## config.mk

```make
export PLATFORM = sky130hd
export DESIGN_NAME = gb_regmap_top
export DESIGN_NICKNAME = d
export VERILOG_FILES = /design/src/rtl/gb_regmap_pkg.sv /design/src/rtl/gb_foo_slice.sv /design/src/rtl/gb_regmap_top.sv
export SDC_FILE = /design/constraint.sdc
export NUM_CORES = 1
export LEC_CHECK = 0
export BUFFER_PORTS_ARGS = -buffer_cell sky130_fd_sc_hd__buf_4
export CAP_MARGIN = 15
export CORE_MARGIN = 1.5
export CORE_UTILIZATION = 37
export CTS_BUF_LIST = sky130_fd_sc_hd__clkbuf_4 sky130_fd_sc_hd__clkbuf_8
export CTS_CLUSTER_SIZE = 8
export DETAILED_ROUTE_END_ITERATION = 12
export GPL_TIMING_DRIVEN = 0
export PLACE_DENSITY = 0.62
export SLEW_MARGIN = 20
export SYNTH_ARGS = -nofsm -noshare
export SYNTH_HDL_FRONTEND = slang
export SYNTH_SLANG_ARGS = --single-unit
```

## constraint.sdc

```tcl
create_clock -name gb_clk -period 4.4 [get_ports gb_clk]
set_clock_uncertainty 0.1 [all_clocks]
set_input_delay 0.88 -clock gb_clk [delete_from_list [all_inputs] [get_ports gb_clk]]
set_output_delay 0.88 -clock gb_clk [all_outputs]
set_load 0.03 [all_outputs]
```

## src/rtl/gb_regmap_pkg.sv

```systemverilog
// gb_regmap_pkg: address map, widths and the shared address decoder for the
// gb_* host-bus register/RAM map.
package gb_regmap_pkg;

  localparam int AW     = 24;
  localparam int DW     = 32;
  localparam int REG8_W = 8;
  localparam int REG4_W = 4;
  localparam int RAM_AW = 3;

  localparam logic [AW-1:0] ADDR_TOP_REG      = 24'h000000;
  localparam logic [AW-1:0] ADDR_TOP_BAZ      = 24'h000001;
  localparam logic [AW-1:0] ADDR_WR_CNT       = 24'h000002;
  localparam logic [AW-1:0] ADDR_FOO_N_BASE   = 24'h000004;
  localparam logic [AW-1:0] ADDR_BAZ_RAM_BASE = 24'h000008;
  localparam logic [AW-1:0] ADDR_FOO_RAM_BASE = 24'h000020;

  // Which storage element an address selects.
  typedef enum logic [2:0] {
    SEL_NONE,
    SEL_TOP_REG,
    SEL_BAZ_REG,
    SEL_WR_CNT,
    SEL_FOO_REG,
    SEL_BAZ_RAM,
    SEL_FOO_RAM
  } gb_sel_e;

  // Decoded address: target kind, foo slice index and RAM word offset.
  typedef struct packed {
    gb_sel_e           sel;
    logic [1:0]        idx;
    logic [RAM_AW-1:0] ram_a;
  } gb_dec_t;

  // Full 24-bit decode of the nominal map; configuration gating (absent
  // slices, absent baz, counter build option) is applied by the top.
  function automatic gb_dec_t gb_decode(input logic [AW-1:0] addr);
    gb_dec_t d;
    d.sel   = SEL_NONE;
    d.idx   = 2'd0;
    d.ram_a = addr[RAM_AW-1:0];
    if (addr == ADDR_TOP_REG) begin
      d.sel = SEL_TOP_REG;
    end else if (addr == ADDR_TOP_BAZ) begin
      d.sel = SEL_BAZ_REG;
    end else if (addr == ADDR_WR_CNT) begin
      d.sel = SEL_WR_CNT;
    end else if (addr[AW-1:2] == ADDR_FOO_N_BASE[AW-1:2]) begin
      d.sel = SEL_FOO_REG;
      d.idx = addr[1:0];
    end else if (addr[AW-1:3] == ADDR_BAZ_RAM_BASE[AW-1:3]) begin
      d.sel = SEL_BAZ_RAM;
    end else if (addr[AW-1:5] == ADDR_FOO_RAM_BASE[AW-1:5]) begin
      d.sel = SEL_FOO_RAM;
      d.idx = addr[4:3];
    end
    return d;
  endfunction

endpackage

```

## src/rtl/gb_foo_slice.sv

```systemverilog
// gb_foo_slice: one 4-bit register plus one 8x8 single-port RAM with a
// registered read port. Used for each foo slice and for the baz pair.
module gb_foo_slice
  import gb_regmap_pkg::*;
(
  input  logic              gb_clk,
  input  logic              gb_rst,
  input  logic              reg_we,
  input  logic              ram_we,
  input  logic [RAM_AW-1:0] ram_addr,
  input  logic [REG8_W-1:0] wdata,
  input  logic              rd_en,
  input  logic              rd_ram,
  output logic [REG8_W-1:0] rd_data
);

  logic [REG4_W-1:0] reg_q;
  // RAM contents are not reset; they start at zero from the declaration value.
  logic [REG8_W-1:0] mem [2**RAM_AW] = '{default: '0};

  // Control register: cleared on reset, captures the low nibble on write.
  always_ff @(posedge gb_clk) begin
    if (gb_rst) begin
      reg_q <= '0;
    end else if (reg_we) begin
      reg_q <= wdata[REG4_W-1:0];
    end
  end

  // RAM write plus registered read; read samples pre-write contents.
  always_ff @(posedge gb_clk) begin
    if (ram_we) begin
      mem[ram_addr] <= wdata;
    end
    if (rd_en) begin
      rd_data <= rd_ram ? mem[ram_addr] : {{(REG8_W-REG4_W){1'b0}}, reg_q};
    end
  end

endmodule

```

## src/rtl/gb_regmap_top.sv

```systemverilog
// gb_regmap_top: register/RAM map on the gb_* host bus.
// Optional build macro GB_WRITE_COUNTER_EN adds a read-only write counter
// at 0x02; without it 0x02 is unmapped.
//
// Bus handshake: gb_wen and gb_rstb are single-cycle strobes with no ready;
// every strobe is accepted in the cycle it is high. A read strobe sampled at
// edge N produces gb_rdata at edge N+1, held until the next read completes.
module gb_regmap_top
  import gb_regmap_pkg::*;
#(
  parameter int FOO_COPIES = 4,
  parameter int TOP_BAZ    = 1
) (
  input  logic          gb_clk,
  input  logic          gb_rst,
  input  logic [AW-1:0] gb_addr,
  input  logic [DW-1:0] gb_wdata,
  input  logic          gb_wen,
  input  logic          gb_rstb,
  output logic [DW-1:0] gb_rdata
);

  gb_dec_t           dec;
  logic [REG8_W-1:0] top_reg;
  logic [REG8_W-1:0] baz_rd;
  logic [REG8_W-1:0] foo_rd [4];
  logic [DW-1:0]     wr_cnt;

  // Stage-1 read state.
  logic              rd_vld_q;
  gb_sel_e           rd_sel_q;
  logic [1:0]        rd_idx_q;
  logic [REG8_W-1:0] top_rd_q;
  logic [DW-1:0]     cnt_rd_q;
  logic [DW-1:0]     rd_mux;

  logic unused_wdata_hi;
  assign unused_wdata_hi = ^gb_wdata[DW-1:REG8_W];

  // Decode the bus address and knock out targets absent in this build.
  always_comb begin
    dec = gb_decode(gb_addr);
    if ((dec.sel == SEL_BAZ_REG || dec.sel == SEL_BAZ_RAM) && TOP_BAZ == 0) begin
      dec.sel = SEL_NONE;
    end
    if ((dec.sel == SEL_FOO_REG || dec.sel == SEL_FOO_RAM) &&
        int'(dec.idx) >= FOO_COPIES) begin
      dec.sel = SEL_NONE;
    end
`ifndef GB_WRITE_COUNTER_EN
    if (dec.sel == SEL_WR_CNT) begin
      dec.sel = SEL_NONE;
    end
`endif
  end

  // Scratch register at 0x00.
  always_ff @(posedge gb_clk) begin
    if (gb_rst) begin
      top_reg <= '0;
    end else if (gb_wen && dec.sel == SEL_TOP_REG) begin
      top_reg <= gb_wdata[REG8_W-1:0];
    end
  end

`ifdef GB_WRITE_COUNTER_EN
  // Counts every write strobe, mapped or not; wraps naturally.
  always_ff @(posedge gb_clk) begin
    if (gb_rst) begin
      wr_cnt <= '0;
    end else if (gb_wen) begin
      wr_cnt <= wr_cnt + 1'b1;
    end
  end
`else
  assign wr_cnt = '0;
`endif

  // Replicated foo slices; missing slots read as zero.
  for (genvar g = 0; g < 4; g++) begin : g_foo
    if (g < FOO_COPIES) begin : g_on
      gb_foo_slice u_slice (
        .gb_clk   (gb_clk),
        .gb_rst   (gb_rst),
        .reg_we   (gb_wen && dec.sel == SEL_FOO_REG && dec.idx == 2'(g)),
        .ram_we   (gb_wen && dec.sel == SEL_FOO_RAM && dec.idx == 2'(g)),
        .ram_addr (dec.ram_a),
        .wdata    (gb_wdata[REG8_W-1:0]),
        .rd_en    (gb_rstb),
        .rd_ram   (dec.sel == SEL_FOO_RAM),
        .rd_data  (foo_rd[g])
      );
    end else begin : g_off
      assign foo_rd[g] = '0;
    end
  end

  // Baz register and RAM share the slice primitive.
  if (TOP_BAZ != 0) begin : g_baz
    gb_foo_slice u_baz (
      .gb_clk   (gb_clk),
      .gb_rst   (gb_rst),
      .reg_we   (gb_wen && dec.sel == SEL_BAZ_REG),
      .ram_we   (gb_wen && dec.sel == SEL_BAZ_RAM),
      .ram_addr (dec.ram_a),
      .wdata    (gb_wdata[REG8_W-1:0]),
      .rd_en    (gb_rstb),
      .rd_ram   (dec.sel == SEL_BAZ_RAM),
      .rd_data  (baz_rd)
    );
  end else begin : g_no_baz
    assign baz_rd = '0;
  end

  // Stage 1: register the decode and snapshot flop-based sources pre-write.
  always_ff @(posedge gb_clk) begin
    if (gb_rst) begin
      rd_vld_q <= 1'b0;
      rd_sel_q <= SEL_NONE;
      rd_idx_q <= '0;
      top_rd_q <= '0;
      cnt_rd_q <= '0;
    end else begin
      rd_vld_q <= gb_rstb;
      if (gb_rstb) begin
        rd_sel_q <= dec.sel;
        rd_idx_q <= dec.idx;
        top_rd_q <= top_reg;
        cnt_rd_q <= wr_cnt;
      end
    end
  end

  // Select the stage-1 source and zero-extend to the bus width.
  always_comb begin
    rd_mux = '0;
    case (rd_sel_q)
      SEL_TOP_REG:              rd_mux = {{(DW-REG8_W){1'b0}}, top_rd_q};
      SEL_BAZ_REG, SEL_BAZ_RAM: rd_mux = {{(DW-REG8_W){1'b0}}, baz_rd};
      SEL_FOO_REG, SEL_FOO_RAM: rd_mux = {{(DW-REG8_W){1'b0}}, foo_rd[rd_idx_q]};
      SEL_WR_CNT:               rd_mux = cnt_rd_q;
      default:                  rd_mux = '0;
    endcase
  end

  // Stage 2: update read data only when a read completes; hold otherwise.
  always_ff @(posedge gb_clk) begin
    if (gb_rst) begin
      gb_rdata <= '0;
    end else if (rd_vld_q) begin
      gb_rdata <= rd_mux;
    end
  end

endmodule

```

==> impl_metrics.env, run 1 <==
export IMPL_outcome="completed"
export IMPL_r2r_cells=4
export IMPL_slew_headroom=0.210
export IMPL_synth_seq_cells=410
export IMPL_largestRegisters="g_foo.g_on.u_slice.mem (256), g_baz.u_baz.mem (64), g_foo.g_on.u_slice.rd_data (32)"
export IMPL_vias=9081
export IMPL_syn_inst=912
export IMPL_cts_made_buffers=69
export IMPL_drive_above_1_share=0.314
export IMPL_synth_simple_area_share=0.0611
export IMPL_nets=1110
export IMPL_post_cts_buffers=0
export IMPL_grt_pass1_wl_mm=60.5
export IMPL_synth_edf_count=360
export IMPL_min_period_ns=3.99
export IMPL_clockBufferDepth=3
export IMPL_grt_start_max_net_pins=45
export IMPL_cellLeakagePower_nw=6.23
export IMPL_drc=0
export IMPL_cts_resized=0
export IMPL_core_area_mm2=0.0442
export IMPL_holdPathStages=2
export IMPL_hold_path_class="register to register"
export IMPL_worst_slew_pin_slew_ns=1.19
export IMPL_synth_flop_cell="edfxtp_1"
export IMPL_hold_start="g_foo[0].g_on.u_slice.reg_q[1]"
export IMPL_r2r_end="gb_rdata[6]"
export IMPL_synthAdderAreaFrac=0
export IMPL_regMostFlops="g_foo.g_on.u_slice.mem"
export IMPL_critical_path_class="input pin to register"
export IMPL_setup_tns_final_ns=0
export IMPL_drt_pre_antenna_iters=7
export IMPL_initial_utilization=0.375
export IMPL_drt_initial_drc_count=1022
export IMPL_synth_top_family_by_area="multiplexers"
export IMPL_synth_compound_area_frac=0.0288
export IMPL_io_pins=92
export IMPL_synthXorXnorAreaFrac=0
export IMPL_slew_viol_final=0
export IMPL_wire_per_inst_um=24.3
export IMPL_setup_viol=0
export IMPL_cp_required_ns=4.49
export IMPL_gp_congestion=0.877
export IMPL_ctsHtreeMaxLevel=3
export IMPL_clock_fmax_mhz=251
export IMPL_yosysUniqueCellTypes=43
export IMPL_antenna_found_initial=2
export IMPL_routed_via_density=5.37
export IMPL_muxShareOfSynthArea=0.171
export IMPL_irDropWorstVdd_uv=176
export IMPL_cts_tree="done"
export IMPL_ctsHoldBuffers=0
export IMPL_dieArea_mm2=0.0461
export IMPL_syn2layout_area_growth_pct=15.7
export IMPL_synth_warnings=0
export IMPL_rr_startpoint="rd_idx_q[0]"
export IMPL_die_w_um=215
export IMPL_power_density_mw_per_mm2=418
export IMPL_utilization=0.434
export IMPL_io_buffers=41
export IMPL_antenna_left=0
export IMPL_dp_hpwl_mm=26.4
export IMPL_grt_overflow=0
export IMPL_synth_area_per_cell_um2=18.2
export IMPL_power_mw=8.02
export IMPL_synth_seq_area_share=0.713
export IMPL_mostFrequentLayoutCell="edfxtp_1"
export IMPL_diodes=0
export IMPL_synthArstFlopShare=0
export IMPL_crit_path_start_kind="input pin"
export IMPL_arrival_ns=4.09
export IMPL_die_y_um=215
export IMPL_syn_cell_area_mm2=0.0166
export IMPL_worstSkewPairLatency_ns=0.60
export IMPL_layout_common_cells="edfxtp_1, mux4_2, clkbuf_8"
export IMPL_rows=77
export IMPL_fin_crit_sh=0.907
export IMPL_wirelength_mm=41.1
export IMPL_cts_reportedPaths_clkPinSlew_ns=0.06
export IMPL_critPathMaxFanout=10
export IMPL_cts_sinks=410
export IMPL_drv_cap=0
export IMPL_grt_usage=0.180
export IMPL_hold_end="g_foo[0].g_on.u_slice.reg_q[1]"
export IMPL_finalHoldViolCount=0
export IMPL_rsz0062_at_grt="no"
export IMPL_largest_reg_flops=256
export IMPL_root_buffer="clkbuf_8"
export IMPL_grt_pass1_vias=9172
export IMPL_cp_end_kind="register"
export IMPL_r2r_slack_ns=2.16
per-layer routing:
| layer | vias up | part of all wire | global-route usage |
|---|---|---|---|
| met5 | - | 0 | 0 |
| li1 | 3924 | - | - |
| met2 | 385 | 0.47 | 0.285 |
| met3 | 70 | 0.076 | 0.0380 |
| met1 | 4702 | 0.43 | 0.252 |
| met4 | 0 | 0.021 | 0.0479 |
stage by stage:
step           instances  worst slack [ns]  hold slack [ns]  area (um^2)
6_report            1690             0.409            0.372        19200
5_1_grt             1690             0.225            0.397        19200
4_1_cts             1689             0.474            0.375        19200
3_5_place_dp        1570            -0.113            0.363        17800
3_3_place_gp        1568            -0.657            0.355        17700
2_1_floorplan        935             0.782            0.341        16700
report_power, final:
group	internal, mW	leakage [nW]	total (mW)	switching [mW]
clock	1.88	0.715	3.37	1.49
combinational	0.144	1.81	0.409	0.265
sequential	4.24	3.70	4.24	0.00534
synth_stat cells (2+ instances only):
master     number  area [um^2]
buf_6           2         22.5
nand2_1         3         11.3
and3_1          2         12.5
nor4_1          9         56.3
a21oi_1        23          115
or3_1           5         31.3
o2111ai_1       2         17.5
a221oi_1       16          140
edfxtp_1      360        10800
buf_4          24          180
nor2b_1         2         12.5
mux4_2         88         1980
inv_1           4         15.0
nand4_1        11         68.8
o31ai_1         4         30.0
dfxtp_1        50         1000
nand3_1        21          105
o32ai_1         8         70.1
buf_2           2         10.0
or4_4           2         22.5
mux2i_1        40          400
nor2_1         49          184
clkinv_1        2         7.51
nor3_2          7         70.1
buf_1          14         52.6
nand2b_1       32          200
mux2_2         40          450
nor3_1         17         85.1
clkbuf_1       38          143
o21ai_0        19         95.1
or4_1           3         22.5
or4b_2          2         20.0
layout make-up:
type                       instances  area, um^2
timing repair buffer              44         333
sequential                       410       11800
inverter                           6        22.5
fill                            3867       25000
tap                              592         741
buffer                            80         412
clock buffer                      99        1210
multi-input combinational        439        4500
clock inverter                    20         145
worst max-delay path by stage:
stage	start	to	slack, ns	cells past startpoint
global route	gb_addr[0]	g_foo[3].g_on.u_slice.mem[5][5]	0.22	6
finish	gb_addr[12]	g_foo[1].g_on.u_slice.mem[6][0]	0.41	6
CTS	gb_addr[0]	g_foo[3].g_on.u_slice.mem[5][5]	0.47	6
global placement	gb_addr[0]	g_foo[3].g_on.u_slice.mem[1][4]	-0.66	6
detailed placement	gb_addr[0]	g_foo[3].g_on.u_slice.mem[5][6]	-0.11	6
floorplan	gb_addr[12]	g_foo[1].g_on.u_slice.mem[6][0]	0.78	6
critical path, stage by stage:
cell and delay (ns):
buf_4 0.11, or4_4 0.56, nor4b_4 0.63, nand4_1 0.55, buf_1 0.54, nor3_2 0.80
logic make-up after synthesis:
group                  count (synthesis)
buffers and inverters                 86
DFF                                  410
muxes                                168
other                                  1
AOI/OAI and AO/OA                     73
and+or+nand+nor                      174
No activity file was read; power rests on OpenSTA's default activity.
==> run 2: changes to the inputs <==
ABC_AREA = 1   (was default)
==> run 2 against run 1 <==
Final area down 1.3%. Setup slack gained 0.48 ns. Utilization down 0.45 points. Area after synthesis decreased by 0.33%. Global-route usage increased by 1.4 points. Critical path depth increased by 3. Clock power down 5%. Non-clock buffer count up 11. Power down 1.1%. Routed wire length up 9.4%.
==> impl_metrics.env, run 2 <==
export IMPL_drive_above_1_share=0.136
export IMPL_crit_path_start_kind="input pin"
export IMPL_ctsHtreeMaxLevel=3
export IMPL_syn_cell_area_mm2=0.0165
export IMPL_cts_made_buffers=67
export IMPL_synth_flop_cell="edfxtp_1"
export IMPL_rr_startpoint="rd_idx_q[0]"
export IMPL_rsz0062_at_grt="no"
export IMPL_rows=77
export IMPL_finalHoldViolCount=0
export IMPL_slew_headroom=0.290
export IMPL_synth_top_cell_area_share=0.655
export IMPL_synthArstFlopShare=0
export IMPL_r2r_slack_ns=2.23
export IMPL_largest_reg_flops=256
export IMPL_yosysMostFrequentCell="edfxtp_1"
export IMPL_initial_utilization=0.374
export IMPL_grt_start_max_net_pins=47
export IMPL_power_density_mw_per_mm2=419
export IMPL_critPathSlowestCell="nor2_1"
export IMPL_yosysTopAreaCell="edfxtp_1"
export IMPL_r2r_end="gb_rdata[1]"
export IMPL_dieArea_mm2=0.0459
export IMPL_syn2layout_area_growth_pct=14.7
export IMPL_ys_top_cells_by_count="edfxtp_1, nor2_1, nand2_1"
export IMPL_utilization=0.429
export IMPL_multiInputGateArea_mm2=0.00418
export IMPL_fill_cells=4160
export IMPL_slew_viol_final=0
export IMPL_io_pins=92
export IMPL_drt_pre_antenna_iters=5
export IMPL_core_area_mm2=0.0441
export IMPL_synth_edf_count=360
export IMPL_synth_area_per_cell_um2=12.0
export IMPL_cp_required_ns=4.52
export IMPL_setup_viol=0
export IMPL_antenna_left=0
export IMPL_vias=11300
export IMPL_critical_path_class="input pin to register"
export IMPL_power_mw=7.93
export IMPL_crit_top_cell="nor2_1"
export IMPL_synth_seq_area_share=0.715
export IMPL_drv_cap=0
export IMPL_die_w_um=214
export IMPL_antenna_found_initial=1
export IMPL_hold_path_class="register to register"
export IMPL_final_seq_area_mm2=0.0118
export IMPL_nets=1573
export IMPL_wirelength_mm=44.9
export IMPL_crit_path_end="g_baz.u_baz.mem[0][0]"
export IMPL_grt_pass1_wl_mm=66.8
export IMPL_fin_crit_sh=0.799
export IMPL_whs_ns=0.362
export IMPL_cts_tree="done"
export IMPL_worstPathCellList="buf_4, clkbuf_1, nor2_4, inv_1, nor2_1, nand2_1, a21oi_1, nand3_1, nor2_1"
export IMPL_place_area_mm2=0.0177
export IMPL_cts_resized=0
export IMPL_grt_overflow=0
export IMPL_die_y_um=214
export IMPL_r2r_cells=8
export IMPL_cellLeakagePower_nw=6.41
export IMPL_post_cts_buffers=0
export IMPL_cts_reportedPaths_clkPinSlew_ns=0.06
export IMPL_mostFrequentLayoutCell="edfxtp_1"
export IMPL_io_buffers=42
export IMPL_clockBufferDepth=3
export IMPL_routed_via_density=5.24
export IMPL_grt_pass1_vias=11000
export IMPL_irDropWorstVdd_uv=171
export IMPL_synth_area_leaders="edfxtp_1, dfxtp_1, nor2_1"
export IMPL_setup_tns_final_ns=0
export IMPL_drc=0
export IMPL_cts_sinks=410
export IMPL_regMostFlops="g_foo.g_on.u_slice.mem"
export IMPL_largestRegisters="g_foo.g_on.u_slice.mem (256), g_baz.u_baz.mem (64), g_foo.g_on.u_slice.rd_data (32)"
export IMPL_fin_area_mm2=0.0189
export IMPL_gp_congestion=0.893
export IMPL_critPathLaunch="gb_addr[1]"
export IMPL_holdPathStages=2
export IMPL_yosysUniqueCellTypes=35
export IMPL_slowest_delay_ns=0.81
export IMPL_grt_usage=0.194
export IMPL_drt_initial_drc_count=1258
export IMPL_critPathMaxFanout=10
export IMPL_wire_per_inst_um=20.9
export IMPL_worstSkewPairLatency_ns=0.62
export IMPL_clock_fmax_mhz=285
export IMPL_ctsHoldBuffers=0
export IMPL_root_buffer="clkbuf_8"
export IMPL_outcome="completed"
export IMPL_cp_end_kind="register"
export IMPL_synth_warnings=0
export IMPL_arrival_ns=3.63
export IMPL_min_period_ns=3.51
export IMPL_dp_hpwl_mm=29.9
export IMPL_worst_slew_pin_slew_ns=1.06
export IMPL_layout_common_cells="edfxtp_1, nor2_1, nand2_1"
export IMPL_syn_inst=1379
export IMPL_synth_seq_cells=410
-- run 2: layout make-up --
| class | instances | area share |
|---|---|---|
| inverter | 42 | 0.00846 |
| buffer | 93 | 0.0237 |
| antenna | 1 | 0.000132 |
| sequential | 410 | 0.624 |
| clock buffer | 102 | 0.0636 |
| multi-input combinational | 857 | 0.221 |
| timing repair buffer | 42 | 0.0167 |
| tap | 592 | 0.0391 |
| clock inverter | 13 | 0.00390 |
-- run 2: layer usage --
metal | vias to the layer above | track usage | wire length, um
met1 | 5478 | 0.255 | 18700
met2 | 505 | 0.311 | 21200
met5 | - | 0 | 0
li1 | 5207 | - | -
met3 | 76 | 0.0481 | 3980
met4 | 0 | 0.0711 | 986
-- run 2: where the power goes --
group          internal, mW  switching, mW
clock network          1.74           1.47
registers              4.24        0.00741
logic                 0.118          0.349
total                  6.10           1.83
-- run 2: logic make-up (layout without fill, tap and decap cells) --
kind of cell	Yosys count	count (layout)	synth area share
flip-flops	410	410	0.715
other	1	25	0.000227
AND/OR/NAND/NOR	516	516	0.130
AO/OA/AOI/OAI	317	317	0.117
buffers and inverters	135	292	0.0369
-- run 2: worst min path at each step --
stage                                                 to                      startpoint
after global routing      g_foo[1].g_on.u_slice.reg_q[0]  g_foo[1].g_on.u_slice.reg_q[0]
after global placement                       top_rd_q[4]                     top_rd_q[4]
final                                         top_reg[2]                      top_reg[2]
after detailed placement                      top_reg[5]                      top_reg[5]
after floorplan                              top_rd_q[7]                     top_rd_q[7]
after CTS                                    top_rd_q[4]                     top_rd_q[4]
-- run 2: stage by stage --
step / setup slack [ns] / cells
after global routing: 0.718 / 2151
final: 0.886 / 2152
after global placement: 0.385 / 2036
after floorplan: 1.52 / 1402
after CTS: 1.01 / 2151
after detailed placement: 0.376 / 2036
-- run 2: critical path: cells and delay by family --
family | cells | cell delay, ns
AOI/OAI and AO/OA | 1 | 0.18
buffers and inverters | 3 | 0.61
and+or+nand+nor | 5 | 1.94
==> run 3: changes to the inputs <==
clock period = 3.3 ns   (was 4.4 ns; I/O delays follow)
==> run 3 against run 2 <==
The run now ends with setup timing left. Critical path depth unchanged. Hold slack got worse by 0.084 ns. Clock-buffer cell count unchanged. Clock power increased by 33%. Largest power group unchanged. Highest routed layer unchanged.
==> impl_metrics.env, run 3 (synthesis gave the netlist of run 2 again) <==
export IMPL_diodes=0
export IMPL_cellLeakagePower_nw=6.41
export IMPL_grt_util_met2=0.311
export IMPL_met3_usage=0.0481
export IMPL_crit_path_start_kind="input pin"
export IMPL_worstSkewPairLatency_ns=0.61
export IMPL_critical_path_class="input pin to register"
export IMPL_core_area_mm2=0.0441
export IMPL_path_buf_inv=3
export IMPL_syn2layout_area_growth_pct=14.7
export IMPL_holdPathStages=2
export IMPL_worstPathCellList="buf_4, clkbuf_1, nor2_4, inv_1, nor2_1, nand2_1, a21oi_1, nand3_1, nor2_1"
export IMPL_initial_utilization=0.374
export IMPL_die_y_um=214
export IMPL_r2r_end="gb_rdata[1]"
export IMPL_failed_checks="setup timing"
export IMPL_largestRegisters="g_foo.g_on.u_slice.mem (256), g_baz.u_baz.mem (64), g_foo.g_on.u_slice.rd_data (32)"
export IMPL_cp_required_ns=3.42
export IMPL_drv_cap=0
export IMPL_antenna_left=0
export IMPL_crit_path_end="g_baz.u_baz.mem[1][1]"
export IMPL_rows=77
export IMPL_io_buffers=42
export IMPL_routed_via_density=5.22
export IMPL_drt_initial_drc_count=1126
export IMPL_grt_overflow=0
export IMPL_critPathLaunch="gb_addr[1]"
export IMPL_grt_start_max_net_pins=47
export IMPL_die_w_um=214
export IMPL_setup_tns_final_ns=-0.0383
export IMPL_dp_hpwl_mm=29.9
export IMPL_antenna_found_initial=1
export IMPL_wire_per_inst_um=20.9
export IMPL_drc=0
export IMPL_cts_tree="done"
export IMPL_slowest_delay_ns=0.79
export IMPL_cp_end_kind="register"
export IMPL_layout_setup_ws_ns=-0.0119
export IMPL_gp_congestion=0.893
export IMPL_fin_cells=2151
export IMPL_critPathMaxFanout=10
export IMPL_drive_above_1_share=0.139
export IMPL_r2r_slack_ns=1.16
export IMPL_critPathSlowestCell="nor2_1"
export IMPL_grt_busiest_layer="met2"
export IMPL_r2r_cells=8
export IMPL_rsz0062_at_grt="yes"
export IMPL_clock_fmax_mhz=302
export IMPL_outcome="finished, violations left"
export IMPL_hold_path_class="input pin to register"
export IMPL_crit_family="simple AND/OR/NAND/NOR gates"
export IMPL_fin_crit_sh=1.00
export IMPL_arrival_ns=3.43
export IMPL_slew_viol_final=0
export IMPL_fill_cells=4159
export IMPL_io_pins=92
export IMPL_drt_pre_antenna_iters=5
export IMPL_regMostFlops="g_foo.g_on.u_slice.mem"
export IMPL_cts_made_buffers=67
export IMPL_setup_viol=6
export IMPL_post_cts_buffers=0
export IMPL_layout_common_cells="edfxtp_1, nor2_1, nand2_1"
export IMPL_irDropWorstVdd_uv=229
export IMPL_grt_pass1_wl_mm=66.8
export IMPL_min_period_ns=3.31
export IMPL_slew_headroom=0.279
export IMPL_use_met1=0.255
export IMPL_crit_top_cell="nor2_1"
export IMPL_worst_slew_pin_slew_ns=1.08
export IMPL_vias=11200
export IMPL_cp_num_cells=9
export IMPL_nets=1573
export IMPL_grt_usage=0.194
export IMPL_place_inst=2036
export IMPL_root_buffer="clkbuf_8"
export IMPL_ctsHtreeMaxLevel=3
export IMPL_mostFrequentLayoutCell="edfxtp_1"
export IMPL_dieArea_mm2=0.0459
export IMPL_largest_reg_flops=256
export IMPL_power_density_mw_per_mm2=558
export IMPL_clockBufferDepth=3
export IMPL_cts_sinks=410
export IMPL_finalHoldViolCount=0
export IMPL_rr_startpoint="rd_idx_q[0]"
export IMPL_cts_reportedPaths_clkPinSlew_ns=0.06
export IMPL_grt_pass1_vias=11000
export IMPL_wirelength_mm=44.9
export IMPL_ctsHoldBuffers=0
run 3: metal layers:
metal / up-vias / share of wire
met5: - / 0
met4: 0 / 0.022
met3: 77 / 0.087
met2: 486 / 0.47
met1: 5468 / 0.42
li1: 5207 / -
run 3: how the worst min path moves through the flow:
| stage | start | end | slack [ns] |
|---|---|---|---|
| after CTS | gb_rst | rd_vld_q | 0.25 |
| final | gb_rst | rd_vld_q | 0.28 |
| after global placement | top_rd_q[4] | top_rd_q[4] | 0.34 |
| after detailed placement | top_reg[5] | top_reg[5] | 0.35 |
| after global routing | gb_rst | rd_vld_q | 0.32 |
| after floorplan | top_rd_q[7] | top_rd_q[7] | 0.33 |
run 3: timing repair:
action,CTS,global route
hold endpoints to repair,0,0
setup endpoints to repair,0,68
gates resized for setup,0,4
run 3: layout make-up:
type | count | area [um^2] | area share
buffer | 93 | 449 | 0.0237
clock buffer | 102 | 1200 | 0.0635
inverter | 42 | 160 | 0.00846
tap | 592 | 741 | 0.0391
sequential | 410 | 11800 | 0.624
timing repair buffer | 42 | 315 | 0.0166
clock inverter | 13 | 73.8 | 0.00390
multi-input combinational | 857 | 4190 | 0.221
run 3: through the flow:
stage / power [mW] / setup WS, ns / hold WS, ns / cell area, um^2 / util
2_1_floorplan: 6.09 / 0.641 / 0.330 / 16600 / -
3_3_place_gp: 6.38 / -0.495 / 0.342 / 17700 / 0.400
3_5_place_dp: 6.39 / -0.504 / 0.354 / 17700 / 0.400
4_1_cts: 10.6 / 0.129 / 0.251 / 18900 / 0.429
5_1_grt: 10.9 / -0.129 / 0.318 / 18900 / 0.429
6_report: 10.6 / -0.0119 / 0.279 / 18900 / 0.429
run 3: power by group:
part           leakage [nW]  switching (mW)  internal, mW
Clock                 0.674            1.96          2.32
Combinational          2.04           0.465         0.157
Sequential             3.70         0.00988          5.65
Total                  6.41            2.44          8.13
run 3: worst reg2reg max path, cell delays in order, from the launching register on:
cell and delay [ns]:
dfxtp_1 0.40, inv_1 0.22, clkbuf_1 0.40, nor2_1 0.10
o22ai_1 0.38, nand2_1 0.15, o211ai_1 0.11, nand2_1 0.08
a21oi_1 0.12
